**config.mk**
```make
export PLATFORM = sky130hd
export DESIGN_NAME = seq_arith_unit
export DESIGN_NICKNAME = d
export VERILOG_FILES = /design/src/rtl/seq_arith_unit.sv
export SDC_FILE = /design/constraint.sdc
export NUM_CORES = 1
export LEC_CHECK = 0
export ABC_CLOCK_PERIOD_IN_PS = 4000
export CAP_MARGIN = 20
export CORE_MARGIN = 4
export CORE_UTILIZATION = 55
export CTS_CLUSTER_DIAMETER = 200
export DETAILED_ROUTE_END_ITERATION = 8
export PLACE_DENSITY = 0.76
export SLEW_MARGIN = 25
export SYNTH_ARGS = -nofsm -noshare
export SYNTH_HDL_FRONTEND = slang
export SYNTH_SLANG_ARGS = --single-unit
```
**constraint.sdc**
```tcl
create_clock -name clk -period 4 [get_ports clk]
set_input_delay 0.6 -clock clk [delete_from_list [all_inputs] [get_ports clk]]
set_output_delay 0.6 -clock clk [all_outputs]
set_load 0.03 [all_outputs]
```
**src/rtl/seq_arith_unit.sv**
```systemverilog
// seq_arith_unit: multi-cycle arithmetic engine.
// Radix-2 Booth signed multiply, non-restoring unsigned divide and
// non-restoring unsigned square root share one accumulator / Q register
// pair behind an IDLE-LOAD-ITER-FIX-DONE handshake FSM.
module seq_arith_unit #(
   parameter int N  = 8,
   parameter int CW = $clog2(N) + 1
) (
   input  logic             clk,
   input  logic             rst,
   input  logic             start,
   input  logic [1:0]       op,
   input  logic [N-1:0]     data_x,
   input  logic [N-1:0]     data_y,
   output logic [2*N-1:0]   result,
   output logic [N-1:0]     remainder,
   output logic             busy,
   output logic             done,
   output logic             error
);

   typedef enum logic [2:0] {IDLE, LOAD, ITER, FIX, DONE} state_t;

   localparam logic [1:0]    OP_MUL  = 2'b00;
   localparam logic [1:0]    OP_DIV  = 2'b01;
   localparam logic [1:0]    OP_SQRT = 2'b10;
   localparam logic [1:0]    OP_RSV  = 2'b11;
   localparam logic [CW-1:0] ITERS_FULL = CW'(N);
   localparam logic [CW-1:0] ITERS_HALF = CW'(N / 2);
   localparam logic [CW-1:0] CNT_ONE    = CW'(1);

   state_t         state, state_nxt;

   // captured transaction
   logic [1:0]     op_r;
   logic [N-1:0]   x_r;     // multiplicand / dividend / radicand (shifted out for sqrt)
   logic [N-1:0]   y_r;     // multiplier / divisor

   // shared working registers
   logic [N+1:0]   acc;     // mul uses [N:0], div uses [N:0], sqrt uses all N+2 bits
   logic [N-1:0]   qreg;    // mul multiplier, div dividend/quotient, sqrt root
   logic           qm1;     // Booth extra LSB
   logic [CW-1:0]  cnt;

   logic           div_zero;
   logic           bad_op;

   // one-step next values
   logic [N+1:0]   acc_step;
   logic [N-1:0]   q_step;
   logic           qm1_step;
   logic [N-1:0]   x_step;

   logic [N:0]     m_ext;
   logic [N:0]     booth_sum;
   logic [N:0]     div_ps;
   logic [N:0]     div_pn;
   logic [N+1:0]   sq_rs;
   logic [N+1:0]   sq_trial;
   logic [N+1:0]   sq_rn;

   // correction-stage values
   logic [N-1:0]   div_rem;
   logic [N+1:0]   sq_fix;
   logic [N+1:0]   sq_back;

   assign div_zero = (op_r == OP_DIV) && (y_r == '0);
   assign bad_op   = div_zero || (op_r == OP_RSV);

   assign busy = (state == LOAD) || (state == ITER) || (state == FIX);
   assign done = (state == DONE);

   // state register
   always_ff @(posedge clk) begin
      if (rst) state <= IDLE;
      else     state <= state_nxt;
   end

   // next-state logic
   always_comb begin
      state_nxt = state;
      case (state)
         IDLE:    if (start) state_nxt = LOAD;
         LOAD:    state_nxt = bad_op ? DONE : ITER;
         ITER:    if (cnt == CNT_ONE) state_nxt = FIX;
         FIX:     state_nxt = DONE;
         DONE:    state_nxt = IDLE;
         default: state_nxt = IDLE;
      endcase
   end

   // single iteration of the selected algorithm
   always_comb begin
      acc_step = acc;
      q_step   = qreg;
      qm1_step = qm1;
      x_step   = x_r;

      // Booth: add/sub on {Q0,Q-1}, then arithmetic shift of {A,Q,Q-1}
      m_ext = {x_r[N-1], x_r};
      case ({qreg[0], qm1})
         2'b01:   booth_sum = acc[N:0] + m_ext;
         2'b10:   booth_sum = acc[N:0] - m_ext;
         default: booth_sum = acc[N:0];
      endcase

      // Non-restoring divide: the (N+1)-bit partial remainder may wrap in the
      // shifted intermediate, but the post-add/sub value always fits.
      div_ps = {acc[N-1:0], qreg[N-1]};
      div_pn = acc[N] ? (div_ps + {1'b0, y_r}) : (div_ps - {1'b0, y_r});

      // Non-restoring sqrt: bring down two radicand bits, trial {root,01|11}
      sq_rs    = {acc[N-1:0], x_r[N-1:N-2]};
      sq_trial = {{(N/2){1'b0}}, qreg[N/2-1:0], acc[N+1], 1'b1};
      sq_rn    = acc[N+1] ? (sq_rs + sq_trial) : (sq_rs - sq_trial);

      case (op_r)
         OP_MUL: begin
            acc_step = {booth_sum[N], booth_sum[N], booth_sum[N:1]};
            q_step   = {booth_sum[0], qreg[N-1:1]};
            qm1_step = qreg[0];
         end
         OP_DIV: begin
            acc_step = {div_pn[N], div_pn};
            q_step   = {qreg[N-2:0], ~div_pn[N]};
         end
         OP_SQRT: begin
            acc_step = sq_rn;
            q_step   = {qreg[N-2:0], ~sq_rn[N+1]};
            x_step   = {x_r[N-3:0], 2'b00};
         end
         default: ;
      endcase
   end

   // final remainder correction (add back divisor / last trial value)
   always_comb begin
      div_rem = acc[N] ? (acc[N-1:0] + y_r) : acc[N-1:0];
      sq_back = {{(N/2+1){1'b0}}, qreg[N/2-1:0], 1'b1};
      sq_fix  = acc[N+1] ? (acc + sq_back) : acc;
   end

   // datapath: capture, load, iterate, commit results
   always_ff @(posedge clk) begin
      if (rst) begin
         op_r      <= '0;
         x_r       <= '0;
         y_r       <= '0;
         acc       <= '0;
         qreg      <= '0;
         qm1       <= 1'b0;
         cnt       <= '0;
         result    <= '0;
         remainder <= '0;
         error     <= 1'b0;
      end else begin
         case (state)
            IDLE: begin
               if (start) begin
                  op_r <= op;
                  x_r  <= data_x;
                  y_r  <= data_y;
               end
            end
            LOAD: begin
               acc <= '0;
               qm1 <= 1'b0;
               cnt <= (op_r == OP_SQRT) ? ITERS_HALF : ITERS_FULL;
               case (op_r)
                  OP_MUL:  qreg <= y_r;
                  OP_DIV:  qreg <= x_r;
                  default: qreg <= '0;
               endcase
               // error completions commit straight from LOAD
               if (bad_op) begin
                  error     <= 1'b1;
                  result    <= div_zero ? '1  : '0;
                  remainder <= div_zero ? x_r : '0;
               end
            end
            ITER: begin
               acc  <= acc_step;
               qreg <= q_step;
               qm1  <= qm1_step;
               x_r  <= x_step;
               cnt  <= cnt - CNT_ONE;
            end
            FIX: begin
               error <= 1'b0;
               case (op_r)
                  OP_MUL: begin
                     result    <= {acc[N-1:0], qreg};
                     remainder <= '0;
                  end
                  OP_DIV: begin
                     result    <= {{N{1'b0}}, qreg};
                     remainder <= div_rem;
                  end
                  default: begin
                     result    <= {{(2*N-N/2){1'b0}}, qreg[N/2-1:0]};
                     remainder <= sq_fix[N-1:0];
                  end
               endcase
            end
            default: ;
         endcase
      end
   end

endmodule

```
# Yosys cells after proc, flatten, opt, wreduce, memory -nomap -nowiden
# Cells that the tools add are included.
totals:
  wordCells: 85
  output_inout_bits: 27
  regBits: 69
classes:
  n_reduce_logical: 16
  n_mux: 31
  addsub: 9
  n_bitwise: 2
  eq_ne: 16
op_table:
  columns: ["operator", "count"]
  rows:
  - ["8-bit one-hot mux with 2 select lines", 5]
  - ["16-bit one-hot mux with 2 select lines", 2]
  - ["8-bit two-way mux", 6]
  - ["16-bit two-way mux", 2]
  - ["10-bit one-hot mux with 3 select lines", 1]
  - ["8-bit one-hot mux with 3 select lines", 1]
  - ["10-bit one-hot mux with 2 select lines", 1]
  - ["9-bit one-hot mux with 2 select lines", 1]
  - ["3-bit one-hot mux with 4 select lines", 1]
  - ["10-bit by 6-bit adder with 10-bit output", 1]
  - ["10-bit two-way mux", 1]
  - ["2-bit AND reduction", 5]
  - ["10-bit by 6-bit subtractor with 10-bit output", 1]
  - ["9-bit by 8-bit adder with 9-bit output", 1]
  - ["9-bit adder", 1]
  - ["3-bit two-way mux", 3]
  - ["9-bit two-way mux", 1]
  - ["9-bit by 8-bit subtractor with 9-bit output", 1]
  - ["9-bit subtractor", 1]
  - ["8-bit by 5-bit adder with 8-bit output", 1]
  - ["8-bit adder", 1]
  - ["8-bit logical NOT", 1]
  - ["4-bit one-hot mux with 2 select lines", 1]
  - ["2-bit == test (second input constant)", 3]
  - ["19 further kinds", 31]

# Logic depth before layout (Yosys ltp)
depth:
  ltp_word: 5
  mapped_depth: 14
  depth_no_buf: 13

# Worst setup path before layout
# No wires, ideal clock.
synth_path:
  path_type: "flip-flop to flip-flop"
  from: "register acc[8]"
  to: "register acc[7]"
  setup_slack_ps: 1046
  n_path_buf: 2
  arrival_time_ps: 2875
  setup_ps: 79
  required_ps: 3921
  synth_period_minus_slack_ps: 2954
  stages_incl_launch_ff: 12
  path_cell_list: "dfxtp_1 -> clkbuf_1 -> clkbuf_1 -> mux2_2 -> ha_1 -> a21o_1 -> a211o_1 -> a21oi_1 -> a21oi_1 -> xnor2_1 -> o2111a_1 -> a211oi_2"
synth_via:
  elab_chain_len: 4
synth_lines:
  columns: ["element", "line_no", "text"]
  rows:
  - ["start: declaration", "40", "logic [N+1:0] acc;"]
  - ["start signal: assignment", "182", "acc <= acc_step;"]
  - ["9-bit subtractor or 9-bit adder (tied branches)", "103, 102", null]
  - ["9-bit one-hot mux with 2 select lines", "101", "case ({qreg[0], qm1})"]
  - ["10-bit one-hot mux with 3 select lines (*)", "117", "case (op_r)"]
  - ["10-bit one-hot mux with 2 select lines (*)", "157", "case (state)"]
# Every way passes the cells marked *; elsewhere a longest branch is shown, timed or not.
# A chain may end at the register's enable or synchronous reset.

# Worst setup path after layout
layout_path:
  from: "register x_r[2]"
  to: "register acc[9]"
layout_via:
  elab_chain_len: 4
layout_lines:
  columns: ["element", "line_no", "text"]
  rows:
  - ["start: declaration", "36", "logic [N-1:0] x_r;"]
  - ["start signal: assignment", "161", "x_r <= data_x;"]
  - ["start signal: assignment", "185", "x_r <= x_step;"]
  - ["9-bit subtractor or 9-bit adder (tied branches)", "103, 102", null]
  - ["9-bit one-hot mux with 2 select lines (*)", "101", null]
  - ["10-bit one-hot mux with 3 select lines (*)", "117", null]
  - ["10-bit one-hot mux with 2 select lines (*)", "157", null]
# Marked as above.

==> results <==
- The flow ran to the end, and the final reports show no timing, DRC or antenna violations.
- The source of the worst register-to-register timing path is x_r[2].
- The fraction of final layout cells with drive strength greater than 1 is 0.07923.
- The register bit count reported by yosys is 69.
- After detailed routing, the number of vias per cell comes to 6.335.
- For the pin with the worst max-slew slack, the measured transition is slightly below 1 ns.
- The number of enable-type register cells in the synthesized netlist is 0.
- At the end of routability-driven placement, the weighted congestion stood at 0.9768.
- The maximum buffer depth of the clock tree is 2.
- The flip-flop cell with the highest count after synthesis is dfxtp_1.
- The cell depth of the worst flop-to-flop path is 11.
- In this design, the stage delay of the slowest critical-path cell is ~0.48 ns.
- After detailed routing, the total wire length is about 17,000 um.
- The detail route stage leaves a number of antenna-violating nets equal to 0.
- The share of synthesized registers carrying an async set or reset is 0.
- The final setup violation count is 0.
- The standard cell core area is 9729 um2.
- The count of pins over their slew limit is 0.
- Across all layers, the routed design uses 5,480 vias.
- The first global-routing pass estimated approximately 27,000 um of wire.
- The hold buffer count at CTS is 0.
- In the synthesized netlist, the number of instances is roughly 700.
- The clock net in this run drives a total of between 60 and 70 sinks.
- The worst-case IR drop observed on VDD is 0.0001622 V.
- The effective utilization at floorplan is 0.5612.
- The sum of net half-perimeters after detailed placement is approximately 12,000 um.
- The area growth from synthesis to layout is 13.96%.
- The CTS root buffer is clkbuf_8.
- The Yosys step of the flow raised 0 warnings.
- The data required time at the worst endpoint is between 4 and 5 ns.
- The final hold violation count was 0.
- STA classifies the critical path endpoint as a register.
- In this run the cell area measured after placement is around 6000 um2.
- Counting both buffers and inverters, the worst setup path holds a total of 0.
- For this run, the total global-route usage over all layers was measured as 0.3009.
- In this run the worst hold path is classified as register to register.
- The number of primary I/O pins is 48.
- Clock latency on the worst-skew pair, taken at its later pin, is 0.36 ns.
- The power density relative to cell area is about 340 nW/um2.
- The number of antenna diodes in the final layout is 0.
- The signal on the critical path passes through or3_4 -> nor3b_1 -> nor2_1 -> xnor2_1 -> ha_1 -> or4_1 -> o22a_1 -> xor2_1 -> nor3_2 -> o31ai_4 -> a221oi_2.
- Data arrives at the worst endpoint at about 3.4 ns.
- The finished cells cover 6222 um2.
- Setup repair after global routing left no endpoint under its margin.
- After the last flow step, the layout net total stands at approximately 800.
- The critical path class is register to register.
- The standard-cell row count is 36.
- The end of the worst register-to-register path is acc[9].
- The number of global-route vias before repair came to 5,279.
- The maximum clock skew at final layout is between 0.015 and 0.02 ns.
- The hold path depth is 2.
- The library cell used most frequently in the layout, excluding fill and tap cells, is nor2_1.
- The clock transition at the registers of the reported paths is 0.09 ns.
- The quantity of I/O buffers inserted on ports is 47.
- Of the synthesized area, sequential elements account for 0.2530.
- Across the run, the number of max-cap violations was 0.
- The standby leakage power is 0.002371 uW.
- For the final routed database, the setup TNS stands at 0 ns.
- In this run the most critical hold path is launched from qm1.
- The slowest stage of the critical path is the or4_1 cell.
- The design draws roughly 2100 uW.
- The number of clock buffers added by TritonCTS is 9.
- The floorplan step defined a die boundary enclosing 11,590 um2.
- After global routing the overflow that remains totals 0.
- The H-tree level count is 3.
- The internal reg-to-reg setup slack is 0.82 ns.
- The maximum number of pins on one net before global-route repair is between 50 and 60.
- The final hold slack is 0.4840 ns.
- The first routing iteration left about 630 violations.
- The clock tree from TritonCTS is built.
- Measured along the y axis, the die boundary spans around 110 um.
- The number of post-CTS setup repair buffers is 0.
- The cell family contributing the most delay on the critical path is simple AND/OR/NAND/NOR gates.
- Prior to clock tree synthesis, the placed netlist has a worst setup slack of ~0.9 ns.
- For this run, design rule violations remaining after detail routing come to 0.
- Dividing the synthesized area by the synthesized cell count gives just under 8 um2.
- The hold-critical path endpoint is qm1.
- The number of distinct library cells after synthesis is about 70.
- The length of the first detailed-routing pass in iterations is 5.
- The post-cts sizing count is 0.
- The smallest clock period supported by the final layout is computed as 3.181 ns.
- The startpoint class of the critical path is a register.
- From left edge to right edge, the die measures about 110 um.
- The post-synth net total is approximately 770.
- The initial antenna violation count is 0.
- The top achievable clock speed is approximately 310 MHz.
- In this run the worst path has a maximum fanout of 8.
- The cell area after synthesis is 5460 um2.
- In the layout the commonest cells are nor2_1, a21oi_1, dfxtp_1.
- Measured against its own limit, the worst slew margin works out to 0.3371.
- The wire length per cell after detailed routing is slightly below 20 um.
- In the finished design, the share of the clock period the worst path needs comes to 0.7953.
- After layout, the worst setup slack is slightly above 0.8 ns.
flip-flops by register name, indices dropped and copies added (netlist names):
signal,cells
acc,10
cnt,4
error,1
op_r,2
qm1,1
qreg,8
remainder,8
result,16
state,3
x_r,8
y_r,8
worst max-delay path by stage:
stage | startpoint | end | slack [ns] | cells after the start
after floorplan | acc[8] | acc[7] | 1.05 | 11
after global placement | x_r[2] | acc[9] | 0.93 | 11
after detailed placement | x_r[2] | acc[9] | 0.89 | 11
after CTS | qreg[0] | acc[9] | 0.85 | 10
after global routing | x_r[2] | acc[9] | 0.62 | 11
final | x_r[2] | acc[9] | 0.82 | 11
layer usage:
| layer | vias up | GRT usage | part of all wire |
|---|---|---|---|
| li1 | 2599 | - | - |
| met1 | 2532 | 0.4038 | 0.41 |
| met5 | - | 0 | 0 |
| met2 | 289 | 0.4840 | 0.45 |
| met3 | 60 | 0.05519 | 0.11 |
| met4 | 0 | 0.1064 | 0.035 |
layout make-up:
type / instances / area, um2
clock buffer: 10 / 137.6
sequential: 69 / 1381
fill: 912 / 3507
multi-input combinational: 559 / 3787
tap: 133 / 166.4
timing repair buffer: 63 / 585.6
clock inverter: 6 / 70.07
inverter: 25 / 93.84
through the flow:
stage                     instances  utilization
after CTS                       865       0.6395
after detailed placement        849       0.6182
after global placement          849       0.6182
after global routing            865       0.6395
final                           865       0.6395
after floorplan                 702            -
worst min-delay path, cell delays in order (launching register included):
cell	delay [ns]
dfxtp_1	0.32
nand3_1	0.07
a21oi_1	0.06
cell usage after synthesis (3+ instances only):
| library cell | number | area, um2 |
|---|---|---|
| a221oi_1 | 13 | 113.9 |
| nor4b_1 | 3 | 26.28 |
| nand2b_1 | 10 | 62.56 |
| a311oi_1 | 12 | 105.1 |
| nor3b_1 | 3 | 22.52 |
| a222oi_1 | 4 | 40.04 |
| nand3_1 | 11 | 55.05 |
| o21a_1 | 12 | 90.09 |
| nor4_1 | 6 | 37.54 |
| o21ai_0 | 21 | 105.1 |
| mux2i_1 | 7 | 70.07 |
| ha_1 | 46 | 575.6 |
| a21o_1 | 7 | 52.55 |
| xnor2_1 | 29 | 254.0 |
| a211oi_1 | 7 | 52.55 |
| buf_1 | 3 | 11.26 |
| nor2b_1 | 14 | 87.58 |
| nor3_1 | 34 | 170.2 |
| buf_2 | 9 | 45.04 |
| nand2_1 | 52 | 195.2 |
| mux2_2 | 3 | 33.78 |
| nand3b_1 | 7 | 52.55 |
| o211ai_1 | 8 | 60.06 |
| o22ai_1 | 6 | 37.54 |
| o221ai_1 | 3 | 26.28 |
| clkbuf_1 | 33 | 123.9 |
| inv_1 | 23 | 86.33 |
| a22oi_1 | 7 | 52.55 |
| xor2_1 | 13 | 113.9 |
| a31oi_1 | 5 | 31.28 |
| and3_1 | 3 | 18.77 |
| a21boi_0 | 4 | 30.03 |
| a211o_1 | 4 | 35.03 |
| dfxtp_1 | 69 | 1381 |
| or3_1 | 6 | 37.54 |
| or2_2 | 3 | 18.77 |
| fa_1 | 4 | 80.08 |
| o21ai_1 | 3 | 15.01 |
| nor2_1 | 84 | 315.3 |
| a21oi_1 | 74 | 370.4 |
cell families (layout without fill, tap and decap cells):
kind of cell    Yosys count  count (layout)  share of synthesized area
buf+inv                  74             104                    0.05545
xor+xnor                 42              42                    0.06737
flops                    69              69                     0.2530
compound gates          213             213                     0.2681
simple gates            244             244                     0.2170
mux                      10              10                    0.01902
fa+ha+maj                50              50                     0.1201
report_power, final:
group / total [uW] / internal (uW) / switching [uW]
Clock: 603 / 308 / 295
Sequential: 789 / 722 / 66.9
Combinational: 743 / 309 / 434
(Power assumes the default switching activity.)
